<file path="src/rtl/hazard_scoreboard.sv">
// -----------------------------------------------------------------------------
// hazard_scoreboard
//   Hazard unit between decode (ID) and issue of the in-order pipeline.
//   A shift-register scoreboard remembers the destination register of every
//   instruction issued during the last PIPE_DEPTH cycles. Stall and flush are
//   derived combinationally from the scoreboard and a small control-transfer
//   state machine. Two saturating counters record data and control stall cycles.
//
// Ports
//   clk            in   clock
//   rst            in   synchronous active-high reset
//   id_valid       in   ID holds a valid instruction
//   id_rs1_en/rs1  in   ID reads rs1 / rs1 address
//   id_rs2_en/rs2  in   ID reads rs2 / rs2 address
//   id_rd_en/rd    in   ID writes rd / rd address
//   id_is_load     in   ID instruction is a load (result available late)
//   id_is_ctrl     in   ID instruction redirects the PC
//   ex_redirect    in   control target resolved this cycle (early release)
//   stall          out  hold IF/ID, bubble into EX
//   flush          out  one-cycle squash pulse when a control block releases
//   issue          out  ID instruction advances this cycle
//   data_stall_cnt out  saturating count of data-hazard stall cycles
//   ctrl_stall_cnt out  saturating count of control-hazard stall cycles
// -----------------------------------------------------------------------------
module hazard_scoreboard #(
   parameter int REG_AW     = 4,
   parameter int PIPE_DEPTH = 3,
   parameter int FORWARD_EN = 0,
   parameter int CTRL_LAT   = 3,
   parameter int CNT_W      = 16
) (
   input  logic              clk,
   input  logic              rst,
   input  logic              id_valid,
   input  logic              id_rs1_en,
   input  logic [REG_AW-1:0] id_rs1,
   input  logic              id_rs2_en,
   input  logic [REG_AW-1:0] id_rs2,
   input  logic              id_rd_en,
   input  logic [REG_AW-1:0] id_rd,
   input  logic              id_is_load,
   input  logic              id_is_ctrl,
   input  logic              ex_redirect,
   output logic              stall,
   output logic              flush,
   output logic              issue,
   output logic [CNT_W-1:0]  data_stall_cnt,
   output logic [CNT_W-1:0]  ctrl_stall_cnt
);

   localparam int CW = (CTRL_LAT > 1) ? $clog2(CTRL_LAT) : 1;

   localparam logic [0:0] ST_IDLE = 1'b0;
   localparam logic [0:0] ST_WAIT = 1'b1;

   localparam logic [CW-1:0]    CNT_INIT  = CW'(CTRL_LAT - 1);
   localparam logic [CW-1:0]    CNT_ONE   = CW'(1'b1);
   localparam logic [CW-1:0]    CNT_ZERO  = {CW{1'b0}};
   localparam logic [CNT_W-1:0] PERF_ONE  = CNT_W'(1'b1);
   localparam logic [CNT_W-1:0] PERF_MAX  = {CNT_W{1'b1}};
   localparam logic [REG_AW-1:0] REG_ZERO = {REG_AW{1'b0}};

   // Scoreboard: slot 0 = EX, higher slots are older.
   logic [PIPE_DEPTH-1:0]             sb_vld_q, sb_vld_d;
   logic [PIPE_DEPTH-1:0]             sb_ld_q,  sb_ld_d;
   logic [PIPE_DEPTH-1:0][REG_AW-1:0] sb_rd_q,  sb_rd_d;

   logic [0:0]       state_q, state_d;
   logic [CW-1:0]    cnt_q,   cnt_d;
   logic [CNT_W-1:0] dcnt_q,  dcnt_d;
   logic [CNT_W-1:0] ccnt_q,  ccnt_d;

   logic data_haz_s;
   logic ctrl_haz_s;
   logic release_s;
   logic stall_s;
   logic issue_s;
   logic flush_s;

   // Hazard check for one source operand. With forwarding only a load sitting
   // in EX is too late to forward, so only slot 0 matters.
   function automatic logic src_hazard(
      input logic                             en,
      input logic [REG_AW-1:0]                rs,
      input logic [PIPE_DEPTH-1:0]            vld,
      input logic [PIPE_DEPTH-1:0]            ld,
      input logic [PIPE_DEPTH-1:0][REG_AW-1:0] rd
   );
      logic hit;
      hit = 1'b0;
      if (en && (rs != REG_ZERO)) begin
         if (FORWARD_EN != 0) begin
            hit = vld[0] && ld[0] && (rd[0] == rs);
         end else begin
            for (int i = 0; i < PIPE_DEPTH; i++) begin
               if (vld[i] && (rd[i] == rs)) begin
                  hit = 1'b1;
               end else begin
                  hit = hit;
               end
            end
         end
      end else begin
         hit = 1'b0;
      end
      return hit;
   endfunction

   // Combinational hazard detection, stall/issue/flush generation.
   always_comb begin
      data_haz_s = id_valid &&
                   (src_hazard(id_rs1_en, id_rs1, sb_vld_q, sb_ld_q, sb_rd_q) ||
                    src_hazard(id_rs2_en, id_rs2, sb_vld_q, sb_ld_q, sb_rd_q));
      ctrl_haz_s = (state_q == ST_WAIT);
      release_s  = ctrl_haz_s && (ex_redirect || (cnt_q == CNT_ZERO));
      // Outputs are held quiet while reset is applied.
      stall_s    = !rst && (data_haz_s || ctrl_haz_s);
      issue_s    = !rst && id_valid && !(data_haz_s || ctrl_haz_s);
      flush_s    = !rst && release_s;
   end

   assign stall          = stall_s;
   assign issue          = issue_s;
   assign flush          = flush_s;
   assign data_stall_cnt = dcnt_q;
   assign ctrl_stall_cnt = ccnt_q;

   // Scoreboard shift: the issuing instruction enters slot 0, others age.
   always_comb begin
      sb_vld_d    = sb_vld_q;
      sb_ld_d     = sb_ld_q;
      sb_rd_d     = sb_rd_q;
      // r0 is hardwired zero, so writes to it never need tracking.
      sb_vld_d[0] = issue_s && id_rd_en && (id_rd != REG_ZERO);
      sb_ld_d[0]  = id_is_load;
      sb_rd_d[0]  = id_rd;
      for (int i = 1; i < PIPE_DEPTH; i++) begin
         sb_vld_d[i] = sb_vld_q[i-1];
         sb_ld_d[i]  = sb_ld_q[i-1];
         sb_rd_d[i]  = sb_rd_q[i-1];
      end
   end

   // Control-transfer FSM next state: block issue until redirect or timeout.
   always_comb begin
      state_d = state_q;
      cnt_d   = cnt_q;
      case (state_q)
         ST_IDLE: begin
            if (issue_s && id_is_ctrl) begin
               state_d = ST_WAIT;
               cnt_d   = CNT_INIT;
            end else begin
               state_d = ST_IDLE;
               cnt_d   = cnt_q;
            end
         end
         ST_WAIT: begin
            if (release_s) begin
               state_d = ST_IDLE;
               cnt_d   = CNT_ZERO;
            end else begin
               state_d = ST_WAIT;
               cnt_d   = cnt_q - CNT_ONE;
            end
         end
         default: begin
            state_d = ST_IDLE;
            cnt_d   = CNT_ZERO;
         end
      endcase
   end

   // Saturating stall counters; a control stall is never also counted as data.
   always_comb begin
      dcnt_d = dcnt_q;
      ccnt_d = ccnt_q;
      if (ctrl_haz_s) begin
         if (ccnt_q != PERF_MAX) begin
            ccnt_d = ccnt_q + PERF_ONE;
         end else begin
            ccnt_d = ccnt_q;
         end
      end else if (data_haz_s) begin
         if (dcnt_q != PERF_MAX) begin
            dcnt_d = dcnt_q + PERF_ONE;
         end else begin
            dcnt_d = dcnt_q;
         end
      end else begin
         dcnt_d = dcnt_q;
         ccnt_d = ccnt_q;
      end
   end

   // State registers with synchronous reset.
   always_ff @(posedge clk) begin
      if (rst) begin
         sb_vld_q <= {PIPE_DEPTH{1'b0}};
         sb_ld_q  <= {PIPE_DEPTH{1'b0}};
         sb_rd_q  <= {(PIPE_DEPTH*REG_AW){1'b0}};
         state_q  <= ST_IDLE;
         cnt_q    <= CNT_ZERO;
         dcnt_q   <= {CNT_W{1'b0}};
         ccnt_q   <= {CNT_W{1'b0}};
      end else begin
         sb_vld_q <= sb_vld_d;
         sb_ld_q  <= sb_ld_d;
         sb_rd_q  <= sb_rd_d;
         state_q  <= state_d;
         cnt_q    <= cnt_d;
         dcnt_q   <= dcnt_d;
         ccnt_q   <= ccnt_d;
      end
   end

endmodule

</file>
<file path="config.mk">
export PLATFORM = sky130hd
export DESIGN_NAME = hazard_scoreboard
export DESIGN_NICKNAME = d
export VERILOG_FILES = /design/src/rtl/hazard_scoreboard.sv
export SDC_FILE = /design/constraint.sdc
export NUM_CORES = 1
export LEC_CHECK = 0
export ABC_CLOCK_PERIOD_IN_PS = 3900
export CORE_MARGIN = 2
export CORE_UTILIZATION = 50
export DETAILED_ROUTE_END_ITERATION = 10
export GPL_ROUTABILITY_DRIVEN = 0
export PLACE_DENSITY = 0.79
export SLEW_MARGIN = 20
export SYNTH_ARGS = -nofsm -noshare
export SYNTH_HDL_FRONTEND = slang
export SYNTH_SLANG_ARGS = --single-unit
</file>
<file path="constraint.sdc">
create_clock -name clk -period 3.9 [get_ports clk]
set_input_delay 0.39 -clock clk [delete_from_list [all_inputs] [get_ports clk]]
set_output_delay 0.39 -clock clk [all_outputs]
set_load 0.05 [all_outputs]
</file>
* Word-level counts from Yosys, hierarchy flattened *
Index checks and enable logic that the tools add are counted.

word-level totals
  memories kept = 0
  output and inout bits = 35
  register bits = 50
  memory bits (writable) = 0
  bits of input ports = 21
  ROM bits = 0
  logic and storage cells = 63
  bits in latches = 0

operators by class
  shift-type cells = 0
  bitwise logic cells = 1
  eq/ne operators = 9
  multipliers = 0
  div/mod/pow operators = 0
  reduce and logical (&&, ||, !) cells = 28
  $lt $le $gt $ge = 0
  mux-type cells = 14
  add/subtract/negate cells = 3

operators with widths
  cell                                              count
  adder 16 x 1 -> 16 bit, second input constant     2
  != test 16 bit, second input constant             2
  equality test 4 bit                               6
  logical AND 1 bit                                 17
  nonzero test 4 bit                                3
  2-to-1 mux 1 bit                                  10
  2-to-1 mux 2 bit                                  2
  case mux 2 bit (2 select lines)                   1
  logical OR 1 bit                                  3
  AND reduction 3 bit                               1
  zero test 1 bit                                   2
  zero test 2 bit                                   1
  != test 2 bit, second input constant              1
  case mux 1 bit (2 select lines)                   1
  AND reduction 2 bit                               1
  subtractor 2 x 1 -> 2 bit, second input constant  1
  inverter 1 bit                                    1

* Logic depth before layout (Yosys ltp) *
  depth after elaboration = 14
  mapped depth = 9
  depth with buffers taken out = 7

* Worst setup path before layout *
OpenSTA, ideal clock, no wires.

  path type = input to output
  start = input id_rs1[0]
  end = output issue
  path slack = 1178 ps
  stages = 4
  buffers on the path = 0
  required time = 3510 ps
  arrival = 2332 ps
  path through = o41ai_1 nor3_1 nand4b_1 nor3b_1

between the ends
  longest elaborated chain between the ends = 11
  elaborated cells on any way between the ends = 17

ends and longest elaborated chain
  what                            RTL line  text
  start, declared                 36        input logic [REG_AW-1:0] id_rs1,
  equality test 4 bit             96        if (vld[i] && (rd[i] == rs)) begin
  logical AND 1 bit               96
  2-to-1 mux 1 bit (3 in series)  96
  2-to-1 mux 1 bit *              91        if (en && (rs != REG_ZERO)) begin
  logical OR 1 bit *              112       (src_hazard(id_rs1_en, id_rs1, sb_vld_q, sb_ld_q, sb_rd_q) ||
  logical AND 1 bit *             111       data_haz_s = id_valid &&
  logical OR 1 bit *              118       issue_s = !rst && id_valid && !(data_haz_s || ctrl_haz_s);
  zero test 1 bit *               118
  logical AND 1 bit *             118
  end, declared                   46        output logic issue,

Every way passes the cells marked *; elsewhere a longest branch is shown, timed or not.

* Worst setup path in the final report *
  start = input id_rs1[1]
  end = output issue

Same word-level chain as after synthesis.

==> impl_metrics.py <==
metrics = {
    "run_status": {
        "status": "finished, final reports clean",
    },
    "clock_network": {
        "numCtsBuffers": 5,
        "clock-sinks": 50,
        "clk_pin_slew_ns": 0.08,
        "cts_max_level": 2,
        "cts_tree": "done",
        "cts_root_buffer": "clkbuf_8",
        "clock_path_buffers": 2,
        "post_cts_resized": 0,
        "post-cts-setup-buffers": 0,
        "clock_latency_ns": 0.30,
        "hold_buffers": 0,
    },
    "power_and_ir_drop": {
        "irDropWorstVdd_uv": 198,
        "p_per_area_mw_per_mm2": 308,
        "power_leakage_uw": 0.00108,
    },
    "hold_path": {
        "hp-class": "reg2reg",
        "hold_end": "sb_vld_q[2]",
        "hp-start": "sb_vld_q[1]",
        "hold_path_depth": 1,
    },
    "drt": {
        "postRouteAntennaNets": 0,
        "remaining_drc_errors": 0,
        "wirelength_um": 5320,
        "dr.pass1.iters": 4,
        "drt-vias-per-instance": 5.47,
        "vias": 2168,
        "wl_per_cell_um": 13.4,
        "drt-initial-drc-count": 116,
    },
    "setup_path": {
        "reg2regPathDepth": 6,
        "cp_slowest_cell": "clkdlybuf4s50_1",
        "cp.depth": 6,
        "crit_arrival_ns": 3.06,
        "slowest_delay_ns": 0.85,
        "path_delay_family": "buffers and inverters",
        "crit_fanout": 4,
        "rr_startpoint": "sb_rd_d[5]",
        "path_buf_inv": 2,
        "path_cells": "clkdlybuf4s50_1 -> o41ai_1 -> o21bai_1 -> nand4b_1 -> nor3b_1 -> clkdlybuf4s50_1",
        "cp-end-kind": "output pin",
        "timing.critical_path.mode_cell": "clkdlybuf4s50_1",
        "path_class": "in2out",
        "start_kind": "primary input",
        "r2r_slack_ns": 1.54,
        "required_ns": 3.51,
        "timing.rr.end": "data_stall_cnt[5]",
    },
    "finish": {
        "diodes": 0,
        "regArea_mm2": 0.00100,
        "final_cell_mix": "clkdlybuf4s50_1 (53), dfxtp_1 (50), nor2b_1 (24), xor2_1 (22), nor2_1 (22)",
        "fill_cells": 415,
        "postLayoutCoreUtil_pct": 66.6,
        "multi_input_area_mm2": 0.00142,
        "final_area_mm2": 0.00317,
        "nets": 352,
        "syn_to_final_growth_pct": 27.0,
        "drive_gt1_share_pct": 6.69,
        "final_common_cell": "clkdlybuf4s50_1",
    },
    "flow_run": {
        "drv_cap": 0,
    },
    "timing": {
        "fin_setup_tns_ns": 0,
        "worst_slew_pin_slew_ns": 0.782,
        "finalHoldViolCount": 0,
        "fmax_ghz": 0.290,
        "fin_ws_ns": 0.454,
        "skew_ns": 0.00922,
        "slew-limit-headroom_pct": 47.9,
        "hold_ws_ns": 0.489,
        "slew_violations": 0,
        "fin_crit_sh_pct": 88.4,
        "setup-violations-final": 0,
        "rsz0062_at_grt": "no",
        "fin_crit_ns": 3.45,
    },
    "global_routing": {
        "grt_pass1_wl_um": 9090,
        "grt.overflow.total": 0,
        "track_usage_pct": 20.7,
        "antenna_found_initial": 0,
        "grt_pass1_vias": 1990,
        "grt_max_degree": 37,
    },
    "synthesis": {
        "yosys.area.top_type": "dfxtp_1",
        "synth_cells": 278,
        "ys_types": 43,
        "synth_top_area_share_pct": 40.1,
        "syn_area_per_cell_um2": 8.97,
        "ys_seq_area_share_pct": 40.1,
        "synth_warnings": 0,
        "synth_seq_cells": 50,
        "syn_area_mm2": 0.00249,
        "synth.area.top_cells": "dfxtp_1 (40%), xor2_1 (7.7%), nor2b_1 (6.0%)",
        "synth_nets": 302,
    },
    "die": {
        "dieArea_mm2": 0.00557,
        "start_util_pct": 52.4,
        "die_y_um": 74.6,
        "num_io_pins": 56,
        "num_rows": 25,
        "core-area_mm2": 0.00475,
        "die_w_um": 74.6,
    },
    "placement": {
        "dp_slack_ns": 0.467,
        "place_hpwl_um": 3880,
        "placed_cell_area_mm2": 0.00306,
        "port_buffers": 54,
    },
}
[how the worst max path moves through the flow]
stage	to	start	slack, ns
final	issue	id_rs1[1]	0.45
after CTS	issue	id_rs1[0]	0.45
after global placement	issue	id_rs1[1]	0.46
after floorplan	issue	id_rs1[0]	1.18
after global routing	issue	id_rs1[1]	0.24
after detailed placement	issue	id_rs1[0]	0.47
[synth_stat cells (all sizes together)]
master and count:
a41oi 2, or4 7, nor4b 3, inv 3, and4b 1, nand3 10
nor3b 3, or2 1, mux2 8, nor2 23, and4 2, o21ai 5
and3 6, buf 6, o41a 1, o21bai 1, o21ba 1, nor2b 24
nor4 6, o31a 2, xor2 22, o41ai 1, o31ai 7, or3 3
nand4 11, nand2 18, a21oi 12, nand4b 1, and2 1, ha 3
clkbuf 6, nor3 11, mux2i 2, xnor2 13, nand2b 2, dfxtp 50
[metal layers]
metal	vias up	wire, µm	part of all wire (%)	GRT usage (%)
met1	1014	2450	46	27.7
met3	6	282	5.3	5.35
met2	65	2530	48	33.9
met5	-	0	0	0
met4	0	51	0.96	4.56
li1	1083	-	-	-
[metrics by stage]
step	std cells	power (µW)
after floorplan	278	589
after global placement	388	626
after detailed placement	388	629
after CTS	396	987
after global routing	396	1010
final	396	976
[state kept, by name, indices dropped and copies added (netlist names)]
register / count
cnt_q: 2
ctrl_haz_s: 1
ctrl_stall_cnt: 16
data_stall_cnt: 16
sb_rd_d: 8
sb_rd_q: 4
sb_vld_q: 3
[logic make-up after synthesis]
logic type,Yosys count,synth area share [%]
muxes,10,4.42
xor gates and xnor gates,35,12.3
DFF,50,40.1
AOI/OAI and AO/OA,32,8.43
and+or+nand+nor,133,30.3
adders and majority gates,3,1.51
buffers and inverters,15,2.96
[power breakdown]
group	total [µW]	internal [µW]	leakage (µW)	switching [µW]
Sequential	528	519	0.000405	8.96
Clock	359	191	0.0000514	168
Combinational	88.8	43.1	0.000624	45.7
Total	976	753	0.00108	223
[area by class of cell]
cell class / count / share of cell area, %
clock buffer: 6 / 2.29
clock inverter: 2 / 1.18
inverter: 3 / 0.355
multi-input combinational: 213 / 44.8
sequential: 50 / 31.6
tap: 67 / 2.65
timing repair buffer: 55 / 17.1
Note: power is estimated with default switching activity, not from simulation.
